## src/rtl/fft_result_drain.sv

```systemverilog
// fft_result_drain: output-side reader for the FFT datapath.
// After done_i, the block reads the N results of the final stage RAM in
// bit-reversed address order and streams them out in natural frequency order
// on a valid/ready port. Reads are credit-limited so that the return skid FIFO
// (depth RD_LAT+1) can absorb every read in flight when downstream stalls.
module fft_result_drain #(
  parameter int bit_width = 29,
  parameter int N         = 16,
  parameter int SIZE      = 4,
  parameter int RD_LAT    = 2,
  parameter int BITREV    = 1
) (
  input  logic                 clk,
  input  logic                 rst_n,
  input  logic                 done_i,
  output logic                 rd_en,
  output logic [SIZE-1:0]      rd_ptr,
  input  logic [bit_width-1:0] rd_re,
  input  logic [bit_width-1:0] rd_im,
  output logic                 out_valid,
  input  logic                 out_ready,
  output logic [bit_width-1:0] out_re,
  output logic [bit_width-1:0] out_im,
  output logic [SIZE-1:0]      out_index,
  output logic                 out_last,
  output logic                 busy,
  output logic                 frame_done,
  output logic                 overrun
);

  localparam int DEPTH = RD_LAT + 1;          // skid FIFO depth == read credits
  localparam int PW    = $clog2(DEPTH);       // FIFO pointer width (DEPTH >= 2)
  localparam int CW    = $clog2(DEPTH + 1);   // holds counts 0..DEPTH
  localparam int EW    = 2 * bit_width + SIZE;

  localparam logic [1:0] S_IDLE  = 2'd0;
  localparam logic [1:0] S_ISSUE = 2'd1;
  localparam logic [1:0] S_FLUSH = 2'd2;

  localparam logic [SIZE-1:0] LAST_IDX = SIZE'(N - 1);
  localparam logic [CW:0]     CREDITS  = (CW + 1)'(DEPTH);

  function automatic logic [SIZE-1:0] bit_reverse(input logic [SIZE-1:0] v);
    logic [SIZE-1:0] r;
    r = '0;
    for (int i = 0; i < SIZE; i++) r[i] = v[SIZE-1-i];
    return r;
  endfunction

  function automatic logic [PW-1:0] ptr_next(input logic [PW-1:0] p);
    return (p == PW'(DEPTH - 1)) ? '0 : p + 1'b1;
  endfunction

  logic [1:0]      state;
  logic [SIZE-1:0] issue_idx;

  // Read-return shadow pipe: valid bit and natural index travel with each read.
  logic [RD_LAT-1:0] pipe_valid;
  logic [SIZE-1:0]   pipe_idx [RD_LAT];
  logic [CW-1:0]     inflight;

  // Skid FIFO.
  logic [EW-1:0]   fifo_mem [DEPTH];
  logic [PW-1:0]   wr_ptr;
  logic [PW-1:0]   rd_ptr_q;
  logic [CW-1:0]   fifo_count;
  logic            fifo_empty;

  logic            ret_valid;
  logic [EW-1:0]   ret_entry;
  logic [EW-1:0]   head;
  logic [CW:0]     outstanding;
  logic            pop;
  logic            push;
  logic            fifo_pop;

  // Issue side: a read goes out only while a FIFO slot is guaranteed for it.
  assign outstanding = {1'b0, fifo_count} + {1'b0, inflight};
  assign rd_en       = (state == S_ISSUE) && (outstanding < CREDITS);
  assign rd_ptr      = (BITREV != 0) ? bit_reverse(issue_idx) : issue_idx;
  assign busy        = (state != S_IDLE);

  // Return side: the pipe exit lines up with the RAM data of the same read.
  assign ret_valid  = pipe_valid[RD_LAT-1];
  assign ret_entry  = {rd_re, rd_im, pipe_idx[RD_LAT-1]};
  assign fifo_empty = (fifo_count == '0);

  // An empty FIFO passes returning data straight through, so the first sample
  // is presented in the same cycle the RAM delivers it. A stalled bypass sample
  // is captured and re-presented unchanged from the FIFO head next cycle.
  assign out_valid = !fifo_empty || ret_valid;
  assign head      = fifo_empty ? ret_entry : fifo_mem[rd_ptr_q];
  assign out_re    = out_valid ? head[EW-1 -: bit_width]        : '0;
  assign out_im    = out_valid ? head[SIZE +: bit_width]        : '0;
  assign out_index = out_valid ? head[SIZE-1:0]                 : '0;
  assign out_last  = out_valid && (out_index == LAST_IDX);

  assign pop      = out_valid && out_ready;
  assign fifo_pop = pop && !fifo_empty;
  assign push     = ret_valid && !(fifo_empty && out_ready);

  // Frame sequencing: IDLE -> ISSUE on done_i, ISSUE -> FLUSH on the last read,
  // FLUSH -> IDLE on the out_last handshake.
  // NOTE: state registers use non-blocking assignments so every flop samples
  // pre-edge values regardless of block ordering.
  always_ff @(posedge clk or negedge rst_n) begin
    if (!rst_n) begin
      state     <= S_IDLE;
      issue_idx <= '0;
    end else begin
      case (state)
        S_IDLE: begin
          if (done_i) begin
            state     <= S_ISSUE;
            issue_idx <= '0;
          end
        end
        S_ISSUE: begin
          if (rd_en) begin
            if (issue_idx == LAST_IDX) state <= S_FLUSH;
            else                       issue_idx <= issue_idx + 1'b1;
          end
        end
        S_FLUSH: begin
          if (pop && out_last) state <= S_IDLE;
        end
        default: state <= S_IDLE;
      endcase
    end
  end

  // Shadow pipe and in-flight read counter.
  always_ff @(posedge clk or negedge rst_n) begin
    if (!rst_n) begin
      pipe_valid <= '0;
      inflight   <= '0;
      for (int k = 0; k < RD_LAT; k++) pipe_idx[k] <= '0;
    end else begin
      pipe_valid[0] <= rd_en;
      pipe_idx[0]   <= issue_idx;
      for (int k = 1; k < RD_LAT; k++) begin
        pipe_valid[k] <= pipe_valid[k-1];
        pipe_idx[k]   <= pipe_idx[k-1];
      end
      inflight <= inflight + CW'(rd_en) - CW'(ret_valid);
    end
  end

  // FIFO pointers and occupancy.
  always_ff @(posedge clk or negedge rst_n) begin
    if (!rst_n) begin
      wr_ptr     <= '0;
      rd_ptr_q   <= '0;
      fifo_count <= '0;
    end else begin
      if (push)     wr_ptr   <= ptr_next(wr_ptr);
      if (fifo_pop) rd_ptr_q <= ptr_next(rd_ptr_q);
      fifo_count <= fifo_count + CW'(push) - CW'(fifo_pop);
    end
  end

  // FIFO storage write.
  // NOTE: storage is not reset; occupancy is, and nothing reads an empty slot.
  always_ff @(posedge clk) begin
    if (push) fifo_mem[wr_ptr] <= ret_entry;
  end

  // Status pulses: frame end one cycle after the last handshake, and a done_i
  // that arrives while a frame is running (that pulse is otherwise ignored).
  always_ff @(posedge clk or negedge rst_n) begin
    if (!rst_n) begin
      frame_done <= 1'b0;
      overrun    <= 1'b0;
    end else begin
      frame_done <= (state == S_FLUSH) && pop && out_last;
      overrun    <= done_i && (state != S_IDLE);
    end
  end

  // The credit rule must make FIFO overflow impossible.
  fifo_overflow_a: assert property (@(posedge clk) disable iff (!rst_n)
    !(push && !fifo_pop && (fifo_count == CW'(DEPTH))));

endmodule
```

## config.mk

```make
export PLATFORM = sky130hd
export DESIGN_NAME = fft_result_drain
export DESIGN_NICKNAME = d
export VERILOG_FILES = /design/src/rtl/fft_result_drain.sv
export SDC_FILE = /design/constraint.sdc
export NUM_CORES = 1
export LEC_CHECK = 0
export CORE_MARGIN = 2
export CORE_UTILIZATION = 30
export CTS_BUF_LIST = sky130_fd_sc_hd__clkbuf_8
export CTS_CLUSTER_SIZE = 8
export DETAILED_ROUTE_END_ITERATION = 6
export GPL_TIMING_DRIVEN = 0
export PLACE_DENSITY = 0.61
export SLEW_MARGIN = 10
export SYNTH_ARGS = -nofsm -noshare
export SYNTH_HDL_FRONTEND = slang
export SYNTH_SLANG_ARGS = --single-unit
```

## constraint.sdc

```tcl
create_clock -name clk -period 16.86 [get_ports clk]
set_input_delay 3.372 -clock clk [delete_from_list [all_inputs] [get_ports clk]]
set_output_delay 3.372 -clock clk [all_outputs]
set_load 0.02 [all_outputs]
```

; Word-level counts from Yosys, hierarchy flattened
; Memories as Yosys holds them, arrays and structs flattened.
; Cells that the tools add are included.
[op_classes]
eq_ne = 11
addsub = 8
n_reduce_logical = 19
mux = 17
order_cmp = 1
div = 0
shifts = 0
n_mul = 0
bitwise_logic = 0
[op_table]
columns = operator, n
row1 = 2-to-1 mux 62 bit, 1
row2 = 2-to-1 mux 29 bit, 2
row3 = 2-to-1 mux 4 bit, 4
row4 = 2-to-1 mux 2 bit, 6
row5 = logical AND 1 bit, 10
row6 = "equality test 4 bit, second input constant", 2
row7 = "inequality test 2 bit, second input constant", 4
row8 = one-hot mux 4 bit (2 select lines), 1
row9 = AND reduction 4 bit, 2
row10 = "equality test 2 bit, second input constant", 3
row11 = one-hot mux 2 bit (3 select lines), 1
row12 = adder 2 x 1 -> 2 bit, 2
row13 = "adder 2 x 1 -> 2 bit, second input constant", 2
row14 = "adder 4 x 1 -> 4 bit, second input constant", 1
row15 = logical NOT 2 bit, 2
row16 = nonzero test 2 bit, 2
row17 = subtractor 2 x 1 -> 2 bit, 2
row18 = adder 2 x 2 -> 3 bit, 1
row19 = "less-than comparator 3 x 2 -> 1 bit, second input constant", 1
row20 = "equality test 2 x 1 -> 1 bit, second input constant", 1
row21 = logical NOT 1 bit, 2
row22 = 2-to-1 mux 1 bit, 2
row23 = "inequality test 2 x 1 -> 1 bit, second input constant", 1
row24 = logical OR 1 bit, 1
[totals]
romBits = 0
ramBits = 186
memories = 1
elab_cells = 68
reg_bits = 26
latch_bits = 0
in_bits = 62
output_inout_bits = 72
[mem_list]
columns = name, depth, width, read_ports, rd_clocked_by_memory_dff, write_ports, line_no
row1 = fifo_mem, 3, 62, 1, 0, 1, 63  ; logic [EW-1:0] fifo_mem [DEPTH];

; Logic depth before layout (Yosys ltp)
[depth]
ltp_word = 9
ltp_mapped = 8
ltp_nobuf = 8

; Worst setup path before layout
; Ideal clock, no wire load.
[synth_timing]
kind = input to register
startpoint = in out_ready
endpoint = mem fifo_mem[1][0] (netlist bit) (enable)
arrival_time_ps = 8134
required_time_ps = 16286
path_slack_ps = 8153
n_path_buf = 0
stages = 3
setup_ps = 574
path_cell_list = inv_1 -> o21ai_2 -> nor3b_1
[synth_between]
elab_chain_cells = 5
[synth_rtl]
columns = element, line_no
row1 = from (decl), 21  ; input logic out_ready,
row2 = logical AND 1 bit, 100  ; assign push = ret_valid && !(fifo_empty && out_ready);
row3 = logical NOT 1 bit, 100
row4 = logical AND 1 bit, 100
row5 = 2-to-1 mux 1 bit, 165  ; if (push) fifo_mem[wr_ptr] <= ret_entry;
row6 = 2-to-1 mux 1 bit (implied by the code), 165
row7 = to (decl), 63
; Every way passes these cells.

; Worst setup path after layout
[layout_timing]
startpoint = in rd_re[1]
endpoint = out out_re[1]
[layout_between]
elab_chain_cells = 2
[layout_rtl]
columns = element, line_no
row1 = from (decl), 18  ; input logic [bit_width-1:0] rd_re,
row2 = 2-to-1 mux 62 bit, 92  ; assign head = fifo_empty ? ret_entry : fifo_mem[rd_ptr_q];
row3 = 2-to-1 mux 29 bit, 93  ; assign out_re = out_valid ? head[EW-1 -: bit_width] : '0;
row4 = to (decl), 22  ; output logic [bit_width-1:0] out_re,
; Every way passes these cells.

==> qor.yml <==
die_y_um: 175.0
pwr_density_cell_nw_per_um2: 208.4
power_leakage_nw: 4.061
vias_per_cell: 4.663
cts_resized: 0
period_share_pct: 48.68
rr_endpoint: "fifo_mem[0][9]"
r2r_slack_ns: 14.24
rsz0062_at_grt: "false"
fin_ws_ns: 8.652
fillers: 2704
p_total_mw: 2.380
required_ns: 13.49
clock_sinks: 212
initial_core_util_pct: 30.48
rows: 62
syn_nets: 698
finalClockSkew_ns: 0.01606
status: "completed"
wl_per_cell_um: 17.71
clk_pin_slew_ns: 0.05
grt_max_degree: 27
drt_iter0_drc: 328
layout-drive-gt1-share_pct: 12.46
hold_depth: 0
portBuffers: 133
hp-start: "pipe_valid[0]"
yosys_warnings: 0
core_um2: 28780
overflow: 0
hold_path_end: "pipe_valid[1]"
dp_slack_ns: 8.638
fin_cells: 1229
holdBufCountCts: 0
setup-violations-final: 0
hpwlAfterDp_mm: 14.74
num_vias: 5731
antenna_found_initial: 1
grt_pass1_vias: 5947
cts_setup_buffers: 0
die_area_um2: 30630
maxCapViolCount: 0
grt_pass1_wl_mm: 33.63
ys_types: 45
place_area_um2: 10800
cp_max_fo: 4
ant_nets: 0
detail_route.first_pass.iterations: 4
dp.cells: 1168
fin_crit_ns: 8.208
max_freq_ghz: 0.1218
ys_ff_latch: 212
die_w_um: 175.0
ios: 134
gp_congestion: 0.7661
cts_root_buf: "clkbuf_8"
critPathKind: "in -> out"
final_cell_area_um2: 11420
finalSetupTns_ns: 0
fin_nets: 893
yosysSeqAreaShare_pct: 71.08
cp-end-kind: "output pin"
vdd_drop_max_mv: 0.1315
hold_class: "reg -> reg"
netlist_instances: 629
area_growth_pct: 30.21
cts_tree: "yes"
finalHoldViolCount: 0
htree_levels: 2
cts_buffer_depth: 3
track_usage_pct: 14.27
wl_mm: 21.77
slew_violations: 0
cp.arrival_ns: 4.84
r2r.worst_path.cells: 6
numCtsBuffers: 38
synth_area_um2: 8773
setup.worst_path.start_class: "input port"
relSlewSlack_pct: 37.37
r2r-start: "fifo_count[1]"
worstSkewPairLatency_ns: 0.51
drc: 0
max_slew.worst_pin.slew_ns: 0.9343
syn_avg_cell_area_um2: 13.95
[worst max path at each step]
stage          cells past startpoint              end  slack (ns)      start
2_1_floorplan                      3   fifo_mem[1][0]        8.15  out_ready
3_3_place_gp                       4  fifo_mem[1][16]        3.74  out_ready
3_5_place_dp                       4        out_re[1]        8.64   rd_re[1]
4_1_cts                            4        out_re[1]        8.63   rd_re[1]
5_1_grt                            4        out_re[1]        8.56   rd_re[1]
6_report                           4        out_re[1]        8.65   rd_re[1]
[cells in the mapped netlist, drive strengths merged]
cell,instances,area (µm²)
a2111oi,1,27.53
a211o,2,17.52
a211oi,2,15.01
a21o,4,30.03
a21oi,62,310.3
a22o,1,8.760
a311oi,1,8.760
a31oi,2,12.51
a32o,1,10.01
a41oi,1,16.27
and2,4,25.02
and3,2,12.51
buf,30,186.4
clkbuf,11,41.29
dfrtp,26,650.6
edfxtp,186,5585
fa,1,20.02
ha,6,75.07
inv,10,37.54
mux2,2,22.52
mux2i,59,590.6
nand2,2,7.510
nand2b,2,12.51
nand3,63,320.3
nand4,2,12.51
nor2,62,240.2
nor2b,4,25.02
nor3,3,15.01
nor3b,3,22.52
nor4,1,12.51
o211ai,3,22.52
o21ai,61,309.0
o31ai,1,7.510
or2,2,12.51
or3,1,6.260
xnor2,4,35.03
xor2,1,8.760
[logic make-up after synthesis]
| logic type | share of synthesized area, % |
|---|---|
| flops | 71.08 |
| compound gates | 9.070 |
| mux | 6.988 |
| simple gates | 8.257 |
| buf+inv | 3.023 |
| fa+ha+maj | 1.084 |
| xor+xnor | 0.4991 |
[state kept, by name (all words and copies together), names as in the netlist]
name / flops
fifo_count: 2
fifo_mem: 186
frame_done: 1
inflight: 2
issue_idx: 4
overrun: 1
pipe_idx: 8
pipe_valid: 2
rd_ptr_q: 2
state: 2
wr_ptr: 2
[per-layer routing]
layer	share of wire, %	GRT usage, %
met3	6.4	3.808
met2	48	23.62
met1	44	18.45
met4	1.7	4.028
met5	0	0
[report_power, final]
group          internal (mW)  leakage, nW  switching (mW)  total [mW]
clock network          0.215        0.370           0.200       0.415
logic                  0.491         1.68           0.695        1.19
registers              0.730         2.02          0.0499       0.780
total                   1.44         4.06           0.944        2.38
[layout by cell type (no fill, tap or decap), types with 2 or more instances in the layout]
master and instances:
buf_4 25, clkbuf_1 11, mux2i_1 59, or2_2 2, buf_1 3, nor2b_1 4
diode_2 2, dfrtp_1 26, clkinv_1 3, and2_1 4, ha_1 6, a211o_1 2
nand3_1 62, edfxtp_1 186, nand4_1 2, a211oi_1 2, xnor2_1 4, o211ai_1 3
o21ai_0 54, clkdlybuf4s50_1 132, clkbuf_8 40, nand2b_1 2, a21o_1 4, nor2_1 61
inv_1 23, o21ai_1 6, buf_6 10, a21oi_1 62, a31oi_1 2, nand2_1 2
nor3b_2 2, clkinv_2 2, nor3_1 2, and3_1 2, buf_2 15
[per-stage QoR]
| step | util [%] | hold slack (ns) |
|---|---|---|
| 6_report | 39.69 | 0.3437 |
| 5_1_grt | 39.67 | 0.3538 |
| 4_1_cts | 39.69 | 0.3497 |
| 3_5_place_dp | 37.51 | 0.3347 |
| 3_3_place_gp | 36.78 | 0.3323 |
| 2_1_floorplan | - | 0.3312 |
[layout make-up]
| cell class | instances | area, µm² | area share, % |
|---|---|---|---|
| antenna | 2 | 5.005 | 0.04381 |
| inverter | 10 | 37.54 | 0.3286 |
| buffer | 41 | 227.7 | 1.993 |
| sequential | 212 | 6236 | 54.59 |
| multi-input combinational | 366 | 2287 | 20.02 |
| clock buffer | 40 | 550.5 | 4.819 |
| tap | 384 | 480.5 | 4.206 |
| clock inverter | 19 | 77.57 | 0.6791 |
| timing repair buffer | 155 | 1521 | 13.32 |
[worst max-delay path: stages]
cell and delay, ns:
clkdlybuf4s50_1 0.54, nand3_1 0.09, o21ai_0 0.16, clkdlybuf4s50_1 0.67
Power figures use the tool's default switching activity.
